### src/rtl/sr_flag_arbiter.sv
// Round-robin arbitrated set/reset flag bank: one requester granted per cycle,
// granted command applied one edge later. Optional macro: SR_FLAG_ARB_CONFLICT_CNT_EN.
module sr_flag_arbiter #(
    parameter int NREQ  = 4,
    parameter int NFLAG = 8,
    parameter int IDXW  = 3
) (
    input  logic                 clk,
    input  logic                 reset,
    input  logic [NREQ-1:0]      req,
    input  logic [2*NREQ-1:0]    op,
    input  logic [IDXW*NREQ-1:0] idx,
    input  logic                 clr,
    output logic [NREQ-1:0]      gnt,
    output logic [NFLAG-1:0]     flags,
    output logic                 busy,
    output logic [15:0]          conflict_cnt
);
    localparam int PTRW = (NREQ > 1) ? $clog2(NREQ) : 1;

    typedef enum logic [1:0] {
        OP_HOLD    = 2'b00,
        OP_SET     = 2'b01,
        OP_RESET   = 2'b10,
        OP_INVALID = 2'b11
    } op_e;

    logic [PTRW-1:0]  ptr;
    logic [NREQ-1:0]  eligible;
    logic             found_any;
    logic             found_upper;
    logic [PTRW-1:0]  win_upper;
    logic [PTRW-1:0]  win_lower;
    logic [PTRW-1:0]  winner;
    logic [PTRW-1:0]  next_ptr;
    logic [1:0]       win_op;
    logic [IDXW-1:0]  win_idx;
    op_e              cap_op;
    logic [IDXW-1:0]  cap_idx;
    logic [NFLAG-1:0] flags_next;

    // A requester granted last edge is masked so a late req drop cannot double-grant.
    assign eligible = req & ~gnt;

    // Lowest eligible index at or above the pointer wins; otherwise wrap to lowest overall.
    always_comb begin
        found_any   = 1'b0;
        found_upper = 1'b0;
        win_upper   = '0;
        win_lower   = '0;
        for (int i = NREQ - 1; i >= 0; i--) begin
            if (eligible[i]) begin
                found_any = 1'b1;
                win_lower = PTRW'(i);
                if (i >= int'(ptr)) begin
                    found_upper = 1'b1;
                    win_upper   = PTRW'(i);
                end
            end
        end
        winner = found_upper ? win_upper : win_lower;
    end

    assign next_ptr = (winner == PTRW'(NREQ - 1)) ? '0 : winner + PTRW'(1);

    always_comb begin
        win_op  = '0;
        win_idx = '0;
        for (int i = 0; i < NREQ; i++) begin
            if (winner == PTRW'(i)) begin
                win_op  = op[2*i +: 2];
                win_idx = idx[IDXW*i +: IDXW];
            end
        end
    end

    // Indices at or beyond NFLAG never match a bit, so such commands are consumed silently.
    always_comb begin
        flags_next = flags;
        if (busy) begin
            for (int b = 0; b < NFLAG; b++) begin
                if (IDXW'(b) == cap_idx) begin
                    case (cap_op)
                        OP_SET:     flags_next[b] = 1'b1;
                        OP_RESET:   flags_next[b] = 1'b0;
                        OP_INVALID: flags_next[b] = 1'b0;
                        default:    flags_next[b] = flags[b];
                    endcase
                end
            end
        end
    end

    always_ff @(posedge clk or posedge reset) begin
        if (reset) begin
            ptr     <= '0;
            gnt     <= '0;
            busy    <= 1'b0;
            cap_op  <= OP_HOLD;
            cap_idx <= '0;
            flags   <= '0;
        end else begin
            if (found_any) begin
                gnt     <= NREQ'(1) << winner;
                busy    <= 1'b1;
                cap_op  <= op_e'(win_op);
                cap_idx <= win_idx;
                ptr     <= next_ptr;
            end else begin
                gnt  <= '0;
                busy <= 1'b0;
            end
            // Clear overrides whatever command is being applied on this edge.
            flags <= clr ? '0 : flags_next;
        end
    end

`ifdef SR_FLAG_ARB_CONFLICT_CNT_EN
    logic contended;

    assign contended = (eligible & (eligible - NREQ'(1))) != '0;

    always_ff @(posedge clk or posedge reset) begin
        if (reset) begin
            conflict_cnt <= '0;
        end else if (contended && conflict_cnt != 16'hFFFF) begin
            conflict_cnt <= conflict_cnt + 16'd1;
        end
    end
`else
    assign conflict_cnt = '0;
`endif

endmodule
### config.mk
export PLATFORM = sky130hd
export DESIGN_NAME = sr_flag_arbiter
export DESIGN_NICKNAME = d
export VERILOG_FILES = /design/src/rtl/sr_flag_arbiter.sv
export SDC_FILE = /design/constraint.sdc
export NUM_CORES = 1
export LEC_CHECK = 0
export ABC_AREA = 1
export CORE_UTILIZATION = 26
export CTS_CLUSTER_DIAMETER = 30
export DETAILED_ROUTE_END_ITERATION = 10
export PLACE_DENSITY = 0.62
export SYNTH_ARGS = -nofsm -noshare
export SYNTH_HDL_FRONTEND = slang
export SYNTH_SLANG_ARGS = --single-unit
### constraint.sdc
create_clock -name clk -period 1.6 [get_ports clk]
set_input_delay 0.48 -clock clk [delete_from_list [all_inputs] [get_ports clk]]
set_output_delay 0.48 -clock clk [all_outputs]
set_load 0.01 [all_outputs]
After elaboration in Yosys (flattened, before gate mapping)
Index checks and enable logic that the tools add are counted.
W data, S select, Z words.
Word-level totals
  register bits after elaboration: 20
  output and inout bits: 29
  word-level logic and storage cells: 97
Operators by class
  $add $sub $neg: 1
  order comparisons: 3
  equal/unequal tests: 13
  shift operators: 1
  muxes and demuxes: 43
  bitwise logic cells: 2
  reduce and logical (&&, ||, !) cells: 21
Operator list (count)
  $mux W2: 16
  $reduce_and A3 Y1: 8
  $mux W1: 19
  $reduce_bool A2 Y1: 9
  $mux W8: 2
  $eq A3 B3 Y1 const A: 4
  $mux W3: 4
  $eq A2 B2 Y1 const B: 4
  $eq A2 B3 Y1 const A: 2
  $and A4 B4 Y4: 1
  $eq A2 B1 Y1 const B: 2
  $ge A1 B2 Y1 const A: 2
  $mux W4: 1
  $not A4 Y4: 1
  $shl A1 B2 Y4 const A: 1
  $eq A1 B3 Y1 const A: 1
  $logic_not A3 Y1: 1
  $reduce_bool A3 Y1: 1
  $add A2 B1 Y2 const B: 1
  $ge A2 B2 Y1 const A: 1
  $logic_not A2 Y1: 1
  $pmux W1 S2: 1
  $reduce_or A2 Y1: 1

Depth between registers and ports, before layout
Gate-level depths: netlist (run 1).
  word-level depth: 15
  gate-level depth with buffers: 14
  depth with buffers taken out: 14

Worst setup path before layout (run 1)
No wires, ideal clock.
  path kind: input-to-reg
  from: in req[2]
  to: reg cap_idx[2]
  arrival: 1.689 ns
  data required time: 1.532 ns
  setup slack: -0.158 ns
  cell stages on the path: 11
  path buffers: 0
  cells stage by stage: nand2_2 -> nand2_2 -> nand3_1 -> a21oi_1 -> inv_1 -> ha_1 -> nor2_2 -> nand2_1 -> a21oi_1 -> nand2_1 -> nand3_1
Between the ends
  longest elaborated chain between the ends: 12
  elaborated cells on any way between the ends: 26
  classes of those cells: eq/ne: 3; mux: 21; bitwise: 1; reduce/logical: 1
RTL lines
  start: declaration: line 10  | input logic [NREQ-1:0] req,
  $and A4 B4 Y4 (*): line 43  | assign eligible = req & ~gnt;
  $mux W2 / $mux W1 (equally long branches): line 52  | if (eligible[i]) begin
  $mux W2 / $mux W1 (equally long branches): line 55  | if (i >= int'(ptr)) begin
  $mux W2 / $mux W1 (equally long branches): line 52
  $mux W2 / $mux W1 (equally long branches): line 55
  $mux W2 / $mux W1 (equally long branches): line 52
  $mux W2: line 61  | winner = found_upper ? win_upper : win_lower;
  $logic_not A2 Y1: line 70  | if (winner == PTRW'(i)) begin
  $mux W3 (4 in series): line 70
  end signal: assignment: line 107  | cap_idx <= win_idx;
  end: declaration: line 39  | logic [IDXW-1:0] cap_idx;
Mark *: on every way between the ends. The rest lies on a longest branch, timed or not.
A chain may end at the register's enable or synchronous reset.

Final worst setup path (run 1)
  from: in req[1]
  to: reg cap_idx[0]
Between the ends
  longest elaborated chain between the ends: 10
  elaborated cells on any way between the ends: 20
  classes of those cells: eq/ne: 3; mux: 15; bitwise: 1; reduce/logical: 1
RTL lines (line)
  $and A4 B4 Y4 (*): 43
  $mux W2 / $mux W1 (equally long branches): 52
  $mux W2 / $mux W1 (equally long branches): 55
  $mux W2 / $mux W1 (equally long branches): 52
  $mux W2: 61
  $logic_not A2 Y1: 70
  $mux W3 (4 in series): 70
Marked as above.

==> summary.md, run 1 <==
| Metric | Value |
|---|---|
| CTS tree | `built` |
| FP Rows | `25` |
| CP max stage delay | `260 ps` |
| Critical path class | `in2reg` |
| Area Overhead vs Synth | `49.4%` |
| Post-Route WL | `a little under 3000 um` |
| Max-Cap Viols | `0` |
| Critical path startpoint | `req[1]` |
| CP Data Required Time | `1800 ps` |
| Total power | `0.00338 W` |
| Sw frac | `44.3%` |
| Starting DRC count in detailed routing | `30` |
| Seq pwr share | `25.3%` |
| # clock sinks | `20` |
| Util after Layout | `41.6%` |
| Fraction of layout cells with a size suffix above 1 | `27.8%` |
| Root Driver | `clkbuf_8` |
| RSZ-0062 raised after global routing | `yes` |
| Core area | `4880 sq um` |
| Fin Hold WS | `between 500 and 600 ps` |
| Placed cell areas | `roughly 1900 sq um` |
| Maximum vdd drop | `0.724 mV` |
| Area leader, netlist | `dfrtp_1` |
| Clock buffer depth | `2` |
| Total Routing Usage GR | `11.7%` |
| Crit end category | `register` |
| Die Height | `around 74 um` |
| Compound-cell area share of the yosys netlist | `5.99%` |
| Main area contributors after synthesis | `dfrtp_1, nand2_1, buf_4` |
| Gr ovfl total | `0` |
| Final antenna-violating net count | `0` |
| Largest net degree at the start of global routing | `21` |
| Placed cell count | `313` |
| CTS buffer count | `3` |
| Register area share after synthesis | `36.8%` |
| Post-synth EDFFs | `0` |
| Remaining DRCs | `0` |
| Final Cell Area | `a little over 2000 sq um` |
| H-tree depth | `1` |
| Fmax | `570 MHz` |
| FF+latch count, synth | `20` |
| Tmin final | `about 1800 ps` |
| Synth Area in Adders | `under 10%` |
| Final setup viols | `6` |
| Part of the power in the clock network | `11.3%` |
| Ant. Diodes | `0` |
| Initial core utilization | `27.8%` |
| Die width | `74.3 um` |
| Buf/Inv on CP | `2` |
| Levels on crit path | `13` |
| Vias/cell | `3.90` |
| PortBufs | `39` |
| Pwr per Cell Area | `1670 nW/um^2` |
| Register-to-Register Path Depth | `9` |
| Crit path max fanout | `7` |
| Ys flop type | `dfrtp_1` |
| Worst setup path end | `cap_idx[0]` |
| Run status | `finished, violations left` |
| Power Internal | `between 0.0015 and 0.002 W` |
| Gate power share | `63.4%` |
| Vias in the first global route | `1,186` |
| Most frequent cells after synthesis | `nand2_1, inv_1, dfrtp_1` |
| GPL Wtd Cong | `0.860` |
| DR pass1 iterations | `4` |
| Xor and xnor area share after synthesis | `0%` |
| IO Pins | `56` |
| Wire per inst | `about 9.2 um` |
| Hold WC Path Type | `reg2reg` |
| Crit share post-route | `110%` |
| Critical path cell sequence | `dlygate4sd2_1, nand3_2, nand2_2, nor2_2, nand2_2, nand2_2, inv_2, ha_4, nor2_4, nand2_1, a21oi_2, nand2_1, nand3_1` |
| Fillers | `512` |
| Worst EP arrival | `slightly below 2000 ps` |
| Most numerous cell in the Yosys netlist | `nand2_1` |
| Ys async rst share | `100%` |
| Worst R2R Setup Slack | `-140 ps` |
| Final Skew | `6.93 ps` |
| Leakage | `1.08 nW` |
| Failing checks | `negative setup slack` |
| First-pass GRT wire length | `5080 um` |
| Post-synthesis mux area share | `0%` |
| Worst Setup Start Kind | `input pin` |
| Cell mode on critical path | `nand2_2` |
| Nets@finish | `284` |
| Critical Path Slowest Stage Cell | `dlygate4sd2_1` |
| Slew Limit Fails | `0` |
| Die area | `5520 sq um` |
| Worst reg2reg path startpoint | `ptr[1]` |
| Post-synthesis cell type count | `20` |
| CP delay by family, top | `simple AND/OR/NAND/NOR gates` |
| Clock-pin transition on the worst setup and hold timing paths | `~80 ps` |
| Final WS setup | `-156 ps` |
| Final Hold Viols | `0` |
| Total of warnings raised by yosys | `0` |
| Via count | `1,245` |
| Worst skew pair latency | `260 ps` |
| Syn Area/Cell | `6.93 sq um` |
| Post-Layout Cell Count | `319` |
| CTS Hold Bufs | `0` |
| Switching power | `0.00150 W` |
| Post-DP HPWL | `2280 um` |
| Post-Synthesis Cells | `between 150 and 200` |
| Synth Area in Simple Gates | `34.8%` |
| Post-synth top area share | `36.8%` |
| Synthesized cell area | `1360 sq um` |
| Antenna violations before repair | `0` |
| Largest family of logic cells by synthesized area | `simple AND/OR/NAND/NOR gates` |
| Capturing point of the worst reg2reg path | `cap_idx[0]` |
==> timing repair <==
action / in CTS / in global routing
setup endpoints to repair: 23 / 8
setup buffers: 1 / 1
pin swaps: 16 / 14
resized for setup: 34 / 15
cloned: 0 / 0
==> layout by cell type (no fill, tap or decap), types with 3 or more instances in the layout <==
master,instances
nand3_1,12
inv_1,22
a21oi_1,4
clkdlybuf4s50_1,22
clkbuf_8,4
dfrtp_1,20
nand3_2,4
a21oi_2,7
inv_2,7
conb_1,16
nand2_1,54
dlygate4sd2_1,14
nand2_2,14
buf_4,15
nor2_2,4
ha_2,3
nor2_4,4
nor2_1,14
==> worst register-to-register path: cells and delay by family (launching register included) <==
family	cells	cell delay, ps
adders and majority gates	1	260
DFF	1	400
AOI/OAI and AO/OA	3	560
and+or+nand+nor	4	320
buffers and inverters	1	100
==> per-stage QoR <==
stage	setup TNS [ps]	setup slack, ps
2_1_floorplan	0	6.94
3_3_place_gp	-5430	-657
3_5_place_dp	-5660	-662
4_1_cts	-627	-136
5_1_grt	-1370	-276
6_report	-645	-156
==> power groups by stage <==
stage          sequential (W)  combinational [W]  clock [W]
2_1_floorplan        0.000904            0.00127          0
3_3_place_gp         0.000869            0.00197          0
3_5_place_dp         0.000874            0.00200          0
4_1_cts              0.000860            0.00203   0.000395
5_1_grt              0.000886            0.00242   0.000414
6_report             0.000854            0.00214   0.000382
==> registers in the layout (all words and copies together) (netlist names) <==
register / flops
ptr: 2
gnt: 4
busy: 1
flags: 8
cap_idx: 3
cap_op: 2
==> how the worst min path moves through the flow <==
stage | start | to | slack (ps) | cells past startpoint
after CTS | cap_op[0] | cap_op[0] | 520 | 2
after global placement | cap_op[0] | cap_op[0] | 500 | 2
after floorplan | reset | busy | 440 | 1
after detailed placement | cap_op[0] | cap_op[0] | 500 | 2
after global routing | cap_op[1] | cap_op[1] | 560 | 2
final | cap_op[0] | cap_op[0] | 520 | 2
==> layout make-up <==
type | count | area, sq um | share of cell area, %
sequential | 20 | 500 | 24.7
timing repair buffer | 55 | 495 | 24.4
multi-input combinational | 143 | 779 | 38.4
clock buffer | 4 | 55.1 | 2.71
tap | 67 | 83.8 | 4.13
inverter | 30 | 115 | 5.67
==> logic make-up after synthesis <==
logic type,count (synthesis)
AO/OA/AOI/OAI,15
adder cells (fa/ha/maj),4
buffers and inverters,48
flip-flops,20
other,1
AND/OR/NAND/NOR,108
==> routing by layer <==
metal / global-route usage (%) / share of wire [%] / up-vias
met5: 0 / 0 / -
met4: 3.56 / 1.4 / 0
met3: 1.76 / 4.9 / 4
met2: 18.9 / 44 / 41
met1: 16.2 / 50 / 524
li1: - / - / 676
(Power assumes the default switching activity.)
==> run 2: changes to the inputs <==
PLACE_DENSITY = 0.64   (was 0.62)
==> run 2 against run 1 <==
  * The run still ends with negative setup slack left
  * Design area grew 1.6%
  * Core utilization is 0.67 points higher
  * Worst hold slack got worse by 1.7 ps
  * Via count grew 5.6%
  * Critical path depth shrank 1
  * First-iteration DRC count increased by 43%
  * Flip-flop and latch count unchanged
  * Combinational power up 5%
  * Clock power shrank 14%
  * Worst setup slack gained 23 ps
==> summary.md, run 2 (same netlist as run 1, synthesis figures left out) <==
| Metric | Value |
|---|---|
| Most frequent cells in the layout | `nand2_1, inv_1, clkdlybuf4s50_1` |
| Critical path class | `reg2reg` |
| Initial core utilization | `27.8% (unchanged)` |
| Worst R2R Setup Slack | `-130 ps (about the same)` |
| Hold depth | `2 (unchanged)` |
| Switching power | `0.00154 W (+3.2%)` |
| Antenna violations before repair | `0 (unchanged)` |
| RSZ-0062 raised after global routing | `yes` |
| Post-DP HPWL | `2320 um (+1.7%)` |
| Wire per inst | `9.99 um (+8.3%)` |
| Post-place setup slack | `-646 ps (+16.0 ps)` |
| Final WS setup | `-133 ps (+22.6 ps)` |
| Final setup viols | `6 (unchanged)` |
| Hold WC Path Type | `reg2reg` |
| Part of the power in the clock network | `9.5% (-1.8 points)` |
| Slew Limit Fails | `0 (unchanged)` |
| Tmin final | `1730 ps (-22.6 ps)` |
| Clock-pin transition on the worst setup and hold timing paths | `70 ps (about the same)` |
| Commonest non-fill, non-tap cell in the layout | `nand2_1` |
| Vias in the first global route | `1,300 (+9.6%)` |
| Ant. Diodes | `0 (unchanged)` |
| Clock buffer depth | `2 (unchanged)` |
| Gr ovfl total | `0 (unchanged)` |
| Seq pwr share | `25.1% (-0.2 points)` |
| Via count | `1,315 (+5.6%)` |
| Worst Setup Start Kind | `register` |
| Crit end category | `register` |
| Root Driver | `clkbuf_8` |
| Sw frac | `44.9% (+0.65 points)` |
| CP max stage delay | `400 ps (+140 ps)` |
| Maximum vdd drop | `0.841 mV (+16%)` |
| Total Routing Usage GR | `13.0% (+1.3 points)` |
| Vias/cell | `4.08 (+4.6%)` |
| Largest net degree at the start of global routing | `21 (unchanged)` |
| FP Rows | `25 (unchanged)` |
| Final antenna-violating net count | `0 (unchanged)` |
| Hold Path Sink | `cap_op[1]` |
| Critical Path Slowest Stage Cell | `dfrtp_1` |
| Power Internal | `0.00189 W (+0.52%)` |
| Largest register FFs | `8 (unchanged)` |
| Worst skew pair latency | `250 ps (about the same)` |
| Largest regs | `flags (8), gnt (4), cap_idx (3)` |
| CTS tree | `built` |
| Critical path cell sequence | `inv_1, nand2_2, nand2_2, nand3_2, a21oi_4, inv_2, ha_4, nor2_4, nand2_1, a21oi_1, nand2_1, nand3_1` |
| CP delay by family, top | `simple AND/OR/NAND/NOR gates` |
| GPL Wtd Cong | `0.860 (about the same)` |
| Final Hold Viols | `0 (unchanged)` |
| Post-Route WL | `3220 um (+9.3%)` |
| Gate power share | `65.4% (+2.0 points)` |
| Nets@finish | `288 (+1.4%)` |
| Area Overhead vs Synth | `51.7%` |
| Die width | `74.3 um (unchanged)` |
| Run status | `finished, violations left` |
| Pwr per Cell Area | `1670 nW/um^2 (+0.11%)` |
| First-pass GRT wire length | `5570 um (+9.6%)` |
| Biggest register | `flags` |
| Die area | `5520 sq um (unchanged)` |
| PortBufs | `39 (unchanged)` |
| Starting DRC count in detailed routing | `43 (+43%)` |
| Buf/Inv on CP | `2 (unchanged)` |
| Core area | `4880 sq um (unchanged)` |
| Fmax | `577 MHz (+1.3%)` |
| Max-Cap Viols | `0 (unchanged)` |
| Final Cell Area | `2060 sq um (+1.6%)` |
| Placed cell areas | `1910 sq um (unchanged)` |
| Crit path max fanout | `7 (unchanged)` |
| Final Skew | `1.30 ps (-5.63 ps)` |
| # clock sinks | `20 (unchanged)` |
| CTS buffer count | `3 (unchanged)` |
| DR pass1 iterations | `4 (unchanged)` |
| Capturing point of the worst reg2reg path | `cap_idx[2]` |
| Min-delay src | `cap_op[1]` |
| Register-to-Register Path Depth | `12 (+3)` |
| Worst EP arrival | `1930 ps (-20 ps)` |
| Worst reg2reg path startpoint | `gnt[3]` |
| Die Height | `74.3 um (unchanged)` |
| Leakage | `1.09 nW (+1.2%)` |
| Crit share post-route | `108% (-1.4 points)` |
| H-tree depth | `1 (unchanged)` |
| Fraction of layout cells with a size suffix above 1 | `27.1% (-0.72 points)` |
| Remaining DRCs | `0 (unchanged)` |
| IO Pins | `56 (unchanged)` |
| CP Data Required Time | `1790 ps (about the same)` |
| Failing checks | `negative setup slack` |
-- run 2: cell count changes in the layout (fill, tap and decap cells not counted), moves of 2 or more --
cell     delta
nand2_2     -2
buf_4       +4
a21oi_2     -2
a21oi_1     +2
-- run 2: power groups by stage --
stage / logic [W] / registers [W] / clock network [W]
floorplan: 0.00127 / 0.000904 / 0
global placement: 0.00197 / 0.000869 / 0
detailed placement: 0.00201 / 0.000877 / 0
CTS: 0.00209 / 0.000866 / 0.000337
global route: 0.00253 / 0.000899 / 0.000355
finish: 0.00225 / 0.000863 / 0.000327
-- run 2: cell type report --
class                   count  area (sq um)
flip-flops and latches     20           500
clock buffers               3          41.3
repair buffers             59           531
fillers                   507          2820
multi-input cells         143           788
inverters                  30           118
well taps                  67          83.8
-- run 2: worst max-delay path by stage --
stage	endpoint	cells past startpoint	start
after floorplan	cap_op[0]	12	req[2]
after global placement	cap_op[1]	12	req[2]
after detailed placement	cap_op[1]	14	req[0]
after CTS	cap_idx[1]	13	req[3]
after global routing	cap_op[0]	12	gnt[3]
final	cap_idx[2]	12	gnt[3]
-- run 2: through the flow --
step | TNS, ps | instances | power (W) | hold WS (ps) | util [%]
global placement | -5450 | 313 | 0.00284 | 495 | 39.1
floorplan | 0 | 211 | 0.00217 | 444 | -
detailed placement | -5570 | 313 | 0.00288 | 506 | 39.1
finish | -768 | 322 | 0.00344 | 517 | 42.3
CTS | -636 | 322 | 0.00329 | 521 | 41.1
global route | -1790 | 322 | 0.00378 | 569 | 42.3
-- run 2: repair_timing --
item,in CTS,in global routing
hold endpoints to repair,0,0
gates resized for setup,32,17
pin swaps,12,14
setup endpoints to repair,23,9
buffers inserted,6,0
hold buffers,0,0
-- run 2: layer usage --
metal | up-vias | global-route usage [%] | routed length [um]
met2 | 42 | 22.3 | 1540
li1 | 681 | - | -
met4 | 0 | 5.45 | 40
met5 | - | 0 | 0
met3 | 4 | 1.76 | 133
met1 | 588 | 16.5 | 1500
-- run 2: tightest hold or removal path: stages, from the launching register on --
cell and delay [ps]:
dfrtp_1 350, nand2_1 60, nand3_1 70
==> run 3: changes to the inputs <==
CTS_CLUSTER_SIZE = 16   (was default)
PLACE_DENSITY = default   (was 0.64)
PLACE_DENSITY_LB_ADDON = 0.3   (was default)
==> run 3 against run 2 <==
  * The run still ends with negative setup slack left
  * Sequential power hardly changed
  * Cell count is 0.62% lower
  * Global-route usage is 1.2 points lower
  * Highest routed layer unchanged
  * Via count is 2.9% lower
  * Register-to-register slack hardly changed
  * Core utilization is 0.13 points higher
  * Critical path type is now in2reg
  * Largest cell class unchanged
  * Critical path depth is 1 higher
  * Clock power is 57% higher
  * Design area is 0.30% higher
  * Worst setup slack worse by 15 ps
  * Count of clock-buffer cells in the layout stayed put
  * Critical endpoint is now cap_idx[0]
  * Sequential share of layout area is 0.073 points lower
==> summary.md, run 3 (same netlist as run 1, synthesis figures left out) <==
| Metric | Value |
|---|---|
| Buf/Inv on CP | `3 (+1)` |
| Placed cell areas | `1910 sq um (unchanged)` |
| Biggest register | `flags` |
| Antenna violations before repair | `0 (unchanged)` |
| Tmin final | `1750 ps (+14.9 ps)` |
| Final antenna-violating net count | `0 (unchanged)` |
| CTS Hold Bufs | `0 (unchanged)` |
| Fraction of layout cells with a size suffix above 1 | `25.3% (-1.8 points)` |
| CTS buffer count | `3 (unchanged)` |
| DR pass1 iterations | `4 (unchanged)` |
| Run status | `finished, violations left` |
| Critical path startpoint | `req[2]` |
| Via count | `1,277 (-2.9%)` |
| Clock-pin transition on the worst setup and hold timing paths | `80 ps (about the same)` |
| Fillers | `513 (+1.2%)` |
| Crit end category | `register` |
| Worst EP arrival | `1910 ps (-20 ps)` |
| Die area | `5520 sq um (unchanged)` |
| Initial core utilization | `27.8% (unchanged)` |
| Area Overhead vs Synth | `52.2%` |
| Critical Path Slowest Stage Cell | `dlygate4sd2_1` |
| First-pass GRT wire length | `5050 um (-9.3%)` |
| PortBufs | `39 (unchanged)` |
| Ant. Diodes | `0 (unchanged)` |
| Failing checks | `negative setup slack` |
| Levels on crit path | `13 (+1)` |
| Largest regs | `flags (8), gnt (4), cap_idx (3)` |
| Max-Cap Viols | `0 (unchanged)` |
| Wire per inst | `9.37 um (-6.2%)` |
| Pwr per Cell Area | `1710 nW/um^2 (+2.4%)` |
| Final WS setup | `-148 ps (-14.9 ps)` |
| CP max stage delay | `260 ps (-140 ps)` |
| GPL Wtd Cong | `0.838 (-2.6%)` |
| Hold WC Path Type | `reg2reg` |
| Commonest non-fill, non-tap cell in the layout | `nand2_1` |
| CP Data Required Time | `1760 ps (-30 ps)` |
| Worst Setup Start Kind | `input pin` |
| Leakage | `1.10 nW (+0.26%)` |
| Sw frac | `42.7% (-2.2 points)` |
| Worst reg2reg path startpoint | `gnt[3]` |
| Post-DP HPWL | `2270 um (-2.1%)` |
| Die Height | `74.3 um (unchanged)` |
| Critical path class | `in2reg` |
| H-tree depth | `1 (unchanged)` |
| Largest register FFs | `8 (unchanged)` |
| Switching power | `0.00151 W (-2.3%)` |
| Gate power share | `61.1% (-4.3 points)` |
| # clock sinks | `20 (unchanged)` |
| RSZ-0062 raised after global routing | `yes` |
| Power Internal | `0.00202 W (+6.8%)` |
| Largest net degree at the start of global routing | `21 (unchanged)` |
| Clock buffer depth | `2 (unchanged)` |
| Remaining DRCs | `0 (unchanged)` |
| Final setup viols | `5 (-1)` |
| IO Pins | `56 (unchanged)` |
| Root Driver | `clkbuf_8` |
| Total Routing Usage GR | `11.8% (-1.2 points)` |
| Worst skew pair latency | `270 ps (+20 ps)` |
| Capturing point of the worst reg2reg path | `cap_idx[0]` |
| Register-to-Register Path Depth | `12 (unchanged)` |
| Worst R2R Setup Slack | `-130 ps (about the same)` |
| Most frequent cells in the layout | `nand2_1, clkdlybuf4s50_1, inv_1` |
| Maximum vdd drop | `0.644 mV (-23%)` |
| Final Cell Area | `2070 sq um (+0.30%)` |
| Final Hold Viols | `0 (unchanged)` |
| Slew Limit Fails | `0 (unchanged)` |
| CTS tree | `built` |
| Post-Route WL | `3000 um (-6.8%)` |
| Final Skew | `7.40 ps (+6.10 ps)` |
| Part of the power in the clock network | `14.5% (+5.0 points)` |
| Core area | `4880 sq um (unchanged)` |
| Die width | `74.3 um (unchanged)` |
| Worst setup path end | `cap_idx[0]` |
| Vias/cell | `3.99 (-2.3%)` |
| Vias in the first global route | `1,191 (-8.4%)` |
| Crit path max fanout | `6 (-1)` |
| FP Rows | `25 (unchanged)` |
| CP delay by family, top | `simple AND/OR/NAND/NOR gates` |
| Nets@finish | `285 (-1.0%)` |
| Crit share post-route | `109% (+0.93 points)` |
| Gr ovfl total | `0 (unchanged)` |
| Post-place setup slack | `-684 ps (-37.7 ps)` |
| Starting DRC count in detailed routing | `30 (-30%)` |
| Fmax | `572 MHz (-0.85%)` |
| Critical path cell sequence | `dlygate4sd2_1, nand3_2, nand2_2, nor2_1, nand2_1, nand2_2, inv_2, ha_4, buf_4, a21oi_2, a21oi_2, nand2_1, nand3_1` |
| Seq pwr share | `24.4% (-0.7 points)` |
[run 3: worst min-delay path by stage]
stage / from / endpoint / slack (ps) / cells past startpoint
global route: cap_op[0] / cap_op[0] / 510 / 2
floorplan: reset / busy / 440 / 1
detailed placement: cap_op[0] / cap_op[0] / 480 / 2
finish: cap_op[0] / cap_op[0] / 500 / 2
global placement: cap_op[0] / cap_op[0] / 480 / 2
CTS: cap_op[0] / cap_op[0] / 500 / 2
[run 3: final cells by class]
class                   count  area (sq um)  share of cell area [%]
clock buffers               3          41.3                    2.00
clock inverters             1          30.0                    1.45
inverters                  30           115                    5.57
multi-input cells         143           791                    38.2
flip-flops and latches     20           500                    24.2
well taps                  67          83.8                    4.05
repair buffers             56           507                    24.5
[run 3: metrics by stage]
step	TNS [ps]	total power, W	cells	util, %	hold WS (ps)
after floorplan	0	0.00217	211	-	444
after global placement	-5590	0.00284	313	39.1	482
after detailed placement	-5690	0.00285	313	39.1	478
after CTS	-620	0.00348	320	41.9	499
after global routing	-1360	0.00387	320	42.4	514
final	-603	0.00353	320	42.4	496
[run 3: what timing repair did]
action / CTS / global route
gates resized for setup: 37 / 8
buffers inserted: 3 / 0
endpoints found under the setup margin: 23 / 8
pin swaps: 17 / 10
[run 3: power groups by stage]
| stage | Sequential, W | Clock (W) | Combinational (W) |
|---|---|---|---|
| after global placement | 0.000873 | 0 | 0.00197 |
| after global routing | 0.000891 | 0.000546 | 0.00243 |
| after detailed placement | 0.000874 | 0 | 0.00198 |
| after floorplan | 0.000904 | 0 | 0.00127 |
| final | 0.000860 | 0.000513 | 0.00216 |
| after CTS | 0.000863 | 0.000524 | 0.00209 |
[run 3: per-layer routing]
layer / wire length (um) / part of all wire [%] / vias to the layer above / global-route usage [%]
met3: 161 / 5.4 / 7 / 2.03
met5: 0 / 0 / - / 0
met2: 1330 / 44 / 46 / 19.2
li1: - / - / 674 / -
met1: 1460 / 49 / 550 / 15.9
met4: 40 / 1.3 / 0 / 3.98
[run 3: worst reg2reg max path, stage by stage, from the launching register on]
cell and delay [ps]:
dfrtp_1 410, inv_1 80, nand2_2 60, nand2_2 90, nand3_4 80, a21oi_4 180
inv_2 80, ha_4 190, buf_4 150, a21oi_2 140, a21oi_2 70, nand2_1 60
nand3_1 60
